<file path="config.mk">
export PLATFORM = sky130hd
export DESIGN_NAME = leb128_encoder_flat
export DESIGN_NICKNAME = d
export VERILOG_FILES = /design/src/rtl/leb128_encoder_if.sv /design/src/rtl/leb128_encoder.sv /design/src/flat_wrapper.sv
export SDC_FILE = /design/constraint.sdc
export NUM_CORES = 1
export LEC_CHECK = 0
export ABC_AREA = 1
export BUFFER_PORTS_ARGS = -buffer_cell sky130_fd_sc_hd__buf_2
export CAP_MARGIN = 5
export CORE_AREA = 2 2 121 123
export DETAILED_ROUTE_END_ITERATION = 8
export DIE_AREA = 0 0 123 125
export HOLD_SLACK_MARGIN = 0.03
export PLACE_DENSITY = 0.63
export SETUP_SLACK_MARGIN = 0.3
export SLEW_MARGIN = 20
export SYNTH_ARGS = -nofsm -noshare
export SYNTH_HDL_FRONTEND = slang
export SYNTH_SLANG_ARGS = --single-unit
</file>
<file path="constraint.sdc">
create_clock -name clk -period 4.4 [get_ports clk]
set_input_delay 0.88 -clock clk [delete_from_list [all_inputs] [get_ports clk]]
set_output_delay 0.88 -clock clk [all_outputs]
set_load 0.01 [all_outputs]
</file>
<file path="src/rtl/leb128_encoder_if.sv">
// Byte-stream handshake bundle for leb128_encoder.
// slave = encoder side, master = producer/sink side.
interface leb128_encoder_if;
  logic        in_valid;
  logic        in_ready;
  logic [63:0] in_value;
  logic [1:0]  in_type;
  logic        in_signed;
  logic        out_valid;
  logic        out_ready;
  logic [7:0]  out_data;
  logic        out_last;
  logic [3:0]  out_count;

  modport slave (
    input  in_valid, in_value, in_type, in_signed,
    input  out_ready,
    output in_ready,
    output out_valid, out_data, out_last, out_count
  );

  modport master (
    output in_valid, in_value, in_type, in_signed,
    output out_ready,
    input  in_ready,
    input  out_valid, out_data, out_last, out_count
  );
endinterface

</file>
<file path="src/rtl/leb128_encoder.sv">
// LEB128 / raw-float immediate serialiser, one byte per cycle.
// Option macro LEB128_ENC_OPCODE_EN adds a *.const opcode prefix byte.
`ifndef TY_I32
`define TY_I32 2'd0
`endif
`ifndef TY_I64
`define TY_I64 2'd1
`endif
`ifndef TY_F32
`define TY_F32 2'd2
`endif
`ifndef TY_F64
`define TY_F64 2'd3
`endif

module leb128_encoder #(
  parameter logic [7:0] OPCODE_I32 = 8'h41,
  parameter logic [7:0] OPCODE_I64 = 8'h42,
  parameter logic [7:0] OPCODE_F32 = 8'h43,
  parameter logic [7:0] OPCODE_F64 = 8'h44
) (
  input logic             clk,
  input logic             reset,
  leb128_encoder_if.slave bus
);

  typedef enum logic [1:0] {
    IDLE,
    PREFIX,
    EMIT
  } state_t;

  state_t      state;
  state_t      state_nxt;
  logic [63:0] val;
  logic [63:0] val_in;
  logic [63:0] shr;
  logic [1:0]  typ;
  logic        sgn;
  logic [3:0]  cnt;
  logic [3:0]  idx;
  logic [7:0]  pfx;
  logic        is_flt;
  logic        leb_done;
  logic        flt_done;
  logic        cap;
  logic        last;
  logic        accept;
  logic        fire;

  assign accept = bus.in_valid && (state == IDLE);
  assign fire   = bus.out_ready && (state != IDLE);
  assign is_flt = (typ == `TY_F32) || (typ == `TY_F64);

`ifdef LEB128_ENC_OPCODE_EN
  assign idx = cnt - 4'd1;
`else
  assign idx = cnt;
`endif

  always_comb begin
    val_in = bus.in_value;
    unique case (bus.in_type)
      `TY_I32: val_in = {{32{bus.in_signed & bus.in_value[31]}},
                         bus.in_value[31:0]};
      `TY_F32: val_in = {32'd0, bus.in_value[31:0]};
      default: ;
    endcase
  end

  always_comb begin
    pfx = OPCODE_I32;
    unique case (typ)
      `TY_I64: pfx = OPCODE_I64;
      `TY_F32: pfx = OPCODE_F32;
      `TY_F64: pfx = OPCODE_F64;
      default: ;
    endcase
  end

  // shr is the value left after the current byte goes out
  always_comb begin
    if (is_flt)
      shr = val >> 8;
    else if (sgn)
      shr = $unsigned($signed(val) >>> 7);
    else
      shr = val >> 7;
  end

  assign leb_done = sgn
    ? ((shr == '0 && !val[6]) || (&shr && val[6]))
    : (shr == '0);
  assign flt_done = idx == ((typ == `TY_F32) ? 4'd3 : 4'd7);
  assign cap      = idx == ((typ == `TY_I32) ? 4'd4 : 4'd9);
  assign last     = (state == EMIT)
    && (is_flt ? flt_done : (leb_done || cap));

  always_ff @(posedge clk or negedge reset) begin
    if (!reset)
      state <= IDLE;
    else
      state <= state_nxt;
  end

  always_comb begin
    state_nxt = state;
    unique case (state)
      IDLE:
        if (bus.in_valid)
`ifdef LEB128_ENC_OPCODE_EN
          state_nxt = PREFIX;
`else
          state_nxt = EMIT;
`endif
      PREFIX:
        if (bus.out_ready) state_nxt = EMIT;
      EMIT:
        if (bus.out_ready && last) state_nxt = IDLE;
      default: state_nxt = IDLE;
    endcase
  end

  always_comb begin
    bus.in_ready  = (state == IDLE);
    bus.out_valid = 1'b0;
    bus.out_data  = 8'd0;
    bus.out_last  = 1'b0;
    bus.out_count = 4'd0;
    unique case (state)
      PREFIX: begin
        bus.out_valid = 1'b1;
        bus.out_data  = pfx;
        bus.out_count = cnt;
      end
      EMIT: begin
        bus.out_valid = 1'b1;
        bus.out_data  = is_flt ? val[7:0]
                               : {!(leb_done || cap), val[6:0]};
        bus.out_last  = last;
        bus.out_count = cnt;
      end
      default: ;
    endcase
  end

  always_ff @(posedge clk or negedge reset) begin
    if (!reset) begin
      val <= '0;
      typ <= 2'd0;
      sgn <= 1'b0;
      cnt <= 4'd0;
    end else if (accept) begin
      val <= val_in;
      typ <= bus.in_type;
      sgn <= bus.in_signed
        && (bus.in_type != `TY_F32) && (bus.in_type != `TY_F64);
      cnt <= 4'd0;
    end else if (fire) begin
      cnt <= last ? 4'd0 : cnt + 4'd1;
      if (state == EMIT) val <= shr;
    end
  end

endmodule

</file>
<file path="src/flat_wrapper.sv">
// flat-port wrapper written by rule: the top's interface ports become plain ports
module leb128_encoder_flat 
#(
  parameter logic [7:0] OPCODE_I32 = 8'h41,
  parameter logic [7:0] OPCODE_I64 = 8'h42,
  parameter logic [7:0] OPCODE_F32 = 8'h43,
  parameter logic [7:0] OPCODE_F64 = 8'h44
)
  (clk, reset, bus_in_valid, bus_in_value, bus_in_type, bus_in_signed, bus_out_ready, bus_in_ready, bus_out_valid, bus_out_data, bus_out_last, bus_out_count);
  leb128_encoder_if bus_i ();
  input logic clk;
  input logic reset;
  input wire logic [$bits(bus_i.in_valid)-1:0] bus_in_valid;
  input wire logic [$bits(bus_i.in_value)-1:0] bus_in_value;
  input wire logic [$bits(bus_i.in_type)-1:0] bus_in_type;
  input wire logic [$bits(bus_i.in_signed)-1:0] bus_in_signed;
  input wire logic [$bits(bus_i.out_ready)-1:0] bus_out_ready;
  output wire logic [$bits(bus_i.in_ready)-1:0] bus_in_ready;
  output wire logic [$bits(bus_i.out_valid)-1:0] bus_out_valid;
  output wire logic [$bits(bus_i.out_data)-1:0] bus_out_data;
  output wire logic [$bits(bus_i.out_last)-1:0] bus_out_last;
  output wire logic [$bits(bus_i.out_count)-1:0] bus_out_count;
  assign bus_i.in_valid = bus_in_valid;
  assign bus_i.in_value = bus_in_value;
  assign bus_i.in_type = bus_in_type;
  assign bus_i.in_signed = bus_in_signed;
  assign bus_i.out_ready = bus_out_ready;
  assign bus_in_ready = bus_i.in_ready;
  assign bus_out_valid = bus_i.out_valid;
  assign bus_out_data = bus_i.out_data;
  assign bus_out_last = bus_i.out_last;
  assign bus_out_count = bus_i.out_count;
  leb128_encoder #(.OPCODE_I32(OPCODE_I32), .OPCODE_I64(OPCODE_I64), .OPCODE_F32(OPCODE_F32), .OPCODE_F64(OPCODE_F64)) u_core (.clk(clk), .reset(reset), .bus(bus_i));
endmodule
</file>
### Yosys cells after proc, flatten, opt, wreduce, memory -nomap -nowiden

Index checks and enable logic that the tools add are counted.

* shift-type cells: 0
* add/subtract/negate cells: 1
* $mul: 0
* order comparisons: 0
* multiplexer cells: 23
* bitwise gates (word level): 1
* eq/ne operators: 13
* reduce and logical (&&, ||, !) cells: 24
* divide/modulo/power cells: 0

Operators with widths (count)
* $mux W64: 5
* $pmux W64 S2: 1
* $logic_not A64 Y1: 1
* $reduce_and A64 Y1: 1
* $mux W4: 5
* $pmux W8 S2: 1
* $ne A2 B2 Y1 const B: 5
* $pmux W3 S3: 1
* $eq A2 B2 Y1 const B: 4
* $eq A4 B4 Y1: 2
* $logic_and A1 B1 Y1: 8
* $mux W8: 1
* $logic_not A2 Y1: 3
* $mux W2: 3
* $pmux W2 S3: 1
* $reduce_bool A2 Y1: 3
* $add A4 B1 Y4 const B: 1
* $eq A2 B1 Y1 const B: 2
* $mux W1: 4
* $logic_or A1 B1 Y1: 3
* $mux W3: 1
* $reduce_and A3 Y1: 1
* $logic_not A1 Y1: 2
* $reduce_and A2 Y1: 1
* other kinds (2): 2

* memories: 0
* output and inout bits: 15
* register bits: 73
* bits in latches: 0
* logic and storage cells: 67
* RAM bits: 0
* bits in read-only memories: 0
* input port bits: 71

### Depth between registers and ports, before layout

* depth after elaboration: 13
* mapped depth: 15
* depth with buffers taken out: 14

### Least setup slack after synthesis

No wires, ideal clock.

* path kind: reg-to-output
* from: register u_core.typ[1]
* to: output bus_out_last
* required time: 3.520 ns
* setup slack: 1.906 ns
* buffers on the path: 3
* cell stages (with the launch flop): 15
* arrival: 1.614 ns
* cell sequence: dfrtp_1 > buf_6 > buf_8 > buf_6 > nand2_1 > o21ai_0 > nor2_1 > nand2_1 > nor2_1 > nand2_1 > nor2_1 > nand2_1 > nand3_2 > nand2_2 > a21oi_1

* word-level cells in the longest chain between the ends: 11
* elaborated cells on any way between the ends: 19
* classes of those cells: 4 x eq/ne; 6 x mux; 9 x reduce/logical

RTL lines
* start, declared: RTL line leb128_encoder.sv:38 `logic [1:0] typ;`
* start signal, assigned: RTL line leb128_encoder.sv:155 `typ <= bus.in_type;`
* $eq A2 B2 Y1 (no line)
* $logic_or A1 B1 Y1: RTL line leb128_encoder.sv:53 `` assign is_flt = (typ == `TY_F32) || (typ == `TY_F64); ``
* $mux W64: RTL line leb128_encoder.sv:83 `if (is_flt)`
* $logic_not A64 Y1 or $reduce_and A64 Y1 (tied branches): RTL line leb128_encoder.sv:92, leb128_encoder.sv:93
* $logic_and A1 B1 Y1: RTL line leb128_encoder.sv:92 `? ((shr == '0 && !val[6]) || (&shr && val[6]))`
* $logic_or A1 B1 Y1: RTL line leb128_encoder.sv:92
* $mux W1: RTL line leb128_encoder.sv:92
* $logic_or A1 B1 Y1: RTL line leb128_encoder.sv:97 `&& (is_flt ? flt_done : (leb_done || cap));`
* $mux W1 *: RTL line leb128_encoder.sv:97
* $logic_and A1 B1 Y1 *: RTL line leb128_encoder.sv:97
* $mux W1 *: RTL line leb128_encoder.sv:130 `unique case (state)`
* end, declared: RTL line flat_wrapper.sv:21 `output wire logic [$bits(bus_i.out_last)-1:0] bus_out_last;`

Mark *: on every way between the ends. The rest lies on a longest branch, timed or not.

### Final worst setup path

Ends and elaborated chain as after synthesis.

==> results by group <==
Routing
  • Wire per inst: 14.9 um
  • Via count: 5044
  • Drt drc: 0
  • DRT Pass-1 Iters: 5
  • Final wirelength: 15000 um
  • DR iter-0 viols: 350
  • DRT antenna net count: 0
  • Vias per cell: 5.02

Run
  • Max-cap violations: 0

Placed design
  • Final GP Congestion: 0.874
  • Post-DP HPWL: 10600 um
  • IO buf count: 85
  • DP Cell Count: 989

STA
  • Fmax: 267 MHz
  • Max transition margin: 35.0%
  • Final min period: 3.75 ns
  • Max Transition Viols Final: 0
  • Setup-failing EPs final: 0
  • Hold Vio Cnt, Final: 0
  • Setup TNS: 0 ns
  • Max Clock Skew: 0.00713 ns
  • Worst-Margin Slew: 0.975 ns
  • Final worst path period share: 85.2%
  • RSZ-0062 raised after global routing: no

Final layout
  • Final cell count without fillers: 1005
  • ANT cells: 0
  • Final Core Density: 39.4%
  • Nets: 888
  • Layout cells sized above 1: 14.3%
  • Area Growth Syn to Fin: 15.4%

Yosys
  • Fraction of synthesis flops using an asynchronous set or reset pin: 100%
  • Area contributors post-synth: dfrtp_1 37%, nand2_1 20%, a21oi_1 8.7%
  • Cell count after synthesis: 760
  • Synthesized cell area: 0.00484 mm^2
  • Post-synthesis sequential area ratio: 37.2%
  • Top cell type's share of synthesized area: 37.2%
  • Synth area leader: dfrtp_1
  • FF+latch count, synth: 72
  • Synthesized Nets: 832
  • Post-synth top flop: dfrtp_1
  • Avg Inst Size Synth: 6.37 um^2
  • Most common cell in the netlist: nand2_1
  • Synth unique cells: 32
  • Post-synth EDFFs: 0
  • Post-synth top cells: 253 x nand2_1, 96 x nor2_1, 84 x a21oi_1
  • Yosys synthesis warning count: 0

Clock tree
  • Setup Buffers After CTS: 0
  • CTS tree: yes
  • Clk slew on worst S/H paths: 0.06 ns
  • H-Tree Depth: 3
  • Root Driver: clkbuf_16
  • Clock Sinks: 72
  • Clock latency on the worst-skew pair: 0.35 ns
  • Maximum buffer depth of the clock tree: 2
  • Num CTS Buffers: 9

Die
  • Die width: 123 um
  • Die Area: 0.0154 mm^2
  • Initial Util: 34.1%
  • Cell Rows: 44
  • DIE HEIGHT: 125 um
  • Count of boundary I/O pins: 86
  • Core area: 0.0142 mm^2

Setup path
  • CP Capture Type: output pin
  • CP max FO: 37
  • Critical R2R Launch: u_core.state[1]
  • Critical path class: reg -> out
  • CP Launch Point: u_core.typ[1]
  • Startpoint types: register
  • CP required: 3.52 ns
  • Worst-case reg-to-reg path depth: 8
  • CP arrival: 2.87 ns

Power
  • Clock power share: 17.4%
  • Net Switching: 1.99 mW
  • Power per cell area: 730 mW/mm^2
  • Reg power frac: 29.0%
  • Sw Share: 48.7%
  • P_leak: 2.83 nW
  • Tot Pwr: 4.08 mW
  • P_int: 2.09 mW
  • Max VDD drop: 224 uV
  • Comb pwr share: 53.6%

Global routing
  • First-pass GRT wire length: 24100 um
  • Vias in the first global route: 4715
  • Initial antenna violation count: 0
  • Gr usage total: 20.1%
  • GR Overflow Total: 0
  • Pin count of the biggest net entering global routing: 93

Outcome
  • Outcome: complete, no violations

Min path
  • Hold WC Path Type: in -> async
-- layer usage --
metal / up-vias / global-route usage, % / share of wire (%)
li1: 2562 / - / -
met1: 2343 / 27.6 / 47
met2: 124 / 31.4 / 47
met3: 15 / 3.70 / 4.8
met4: 0 / 7.09 / 2.0
met5: - / 0 / 0
-- worst max-delay path, cell delays in order, from the launching register on --
cell and delay (ns):
dfrtp_2 0.73, buf_4 0.44, nand2_1 0.10, nand2_1 0.16, nand2_1 0.07, nor3_1 0.26
nand2_1 0.10, nor2_1 0.09, nand2_1 0.07, nand3_2 0.06, nand2_2 0.07, a21oi_1 0.19
buf_2 0.16
-- timing repair --
action | 4_1_cts | 5_1_grt
endpoints found under the setup margin | 0 | 2
hold buffers | 0 | 0
gates resized for setup | 0 | 2
-- per-stage QoR --
stage | instance area, um^2 | worst slack [ns] | hold slack, ns
4_1_cts | 5590 | 0.539 | 0.408
5_1_grt | 5590 | 0.370 | 0.423
3_3_place_gp | 5300 | 0.915 | 0.468
3_5_place_dp | 5300 | 0.918 | 0.475
2_1_floorplan | 4840 | 1.91 | 0.453
6_report | 5590 | 0.651 | 0.412
-- worst paths after layout --
path / to / slack (ns)
worst max-delay path: bus_out_last / 0.65
worst min-delay path: u_core.val[7] / 0.41
worst max register to register: u_core.val[25] / 1.66
worst min register to register: u_core.val[0] / 0.48
max in group asynchronous: u_core.val[33] / 3.26
min in group clk: u_core.val[0] / 0.48
-- layout by cell type (no fill, tap or decap), types with 2 or more instances in the layout --
master       n
nand2_1    253
nor2_1      95
buf_2       85
a21oi_1     84
dfrtp_1     71
inv_1       67
o21ai_0     43
o22ai_1     39
nand3_1     19
o21ai_1     16
clkbuf_16    9
buf_4        8
clkbuf_8     3
clkinv_2     3
o21ai_2      2
nand4_1      2
nor3_1       2
nand3_2      2
o211ai_1     2
-- flip-flops by register name, summed over array words and instances (netlist names) --
register      count
u_core.typ        2
u_core.state      1
u_core.sgn        1
u_core.val       64
u_core.cnt        4
-- power by group through the flow --
stage / sequential, mW / combinational (mW) / clock, mW
3_5_place_dp: 1.18 / 2.18 / 0
6_report: 1.18 / 2.19 / 0.710
2_1_floorplan: 1.08 / 1.74 / 0
3_3_place_gp: 1.18 / 2.17 / 0
5_1_grt: 1.22 / 2.50 / 0.759
4_1_cts: 1.17 / 2.19 / 0.724
-- cell families after synthesis --
| kind of cell | synth area share, % |
|---|---|
| buffers and inverters | 10.8 |
| xor gates and xnor gates | 0.362 |
| adders and majority gates | 0.258 |
| and+or+nand+nor | 30.3 |
| DFF | 37.2 |
| AOI/OAI and AO/OA | 21.1 |
-- cell type report --
type	count	area, um^2
fillers	1608	8610
multi-input cells	570	2520
flip-flops and latches	72	1800
repair buffers	93	485
clock buffers	13	270
inverters	70	265
well taps	184	230
clock inverters	3	15.0
No activity file was read; power rests on OpenSTA's default activity.
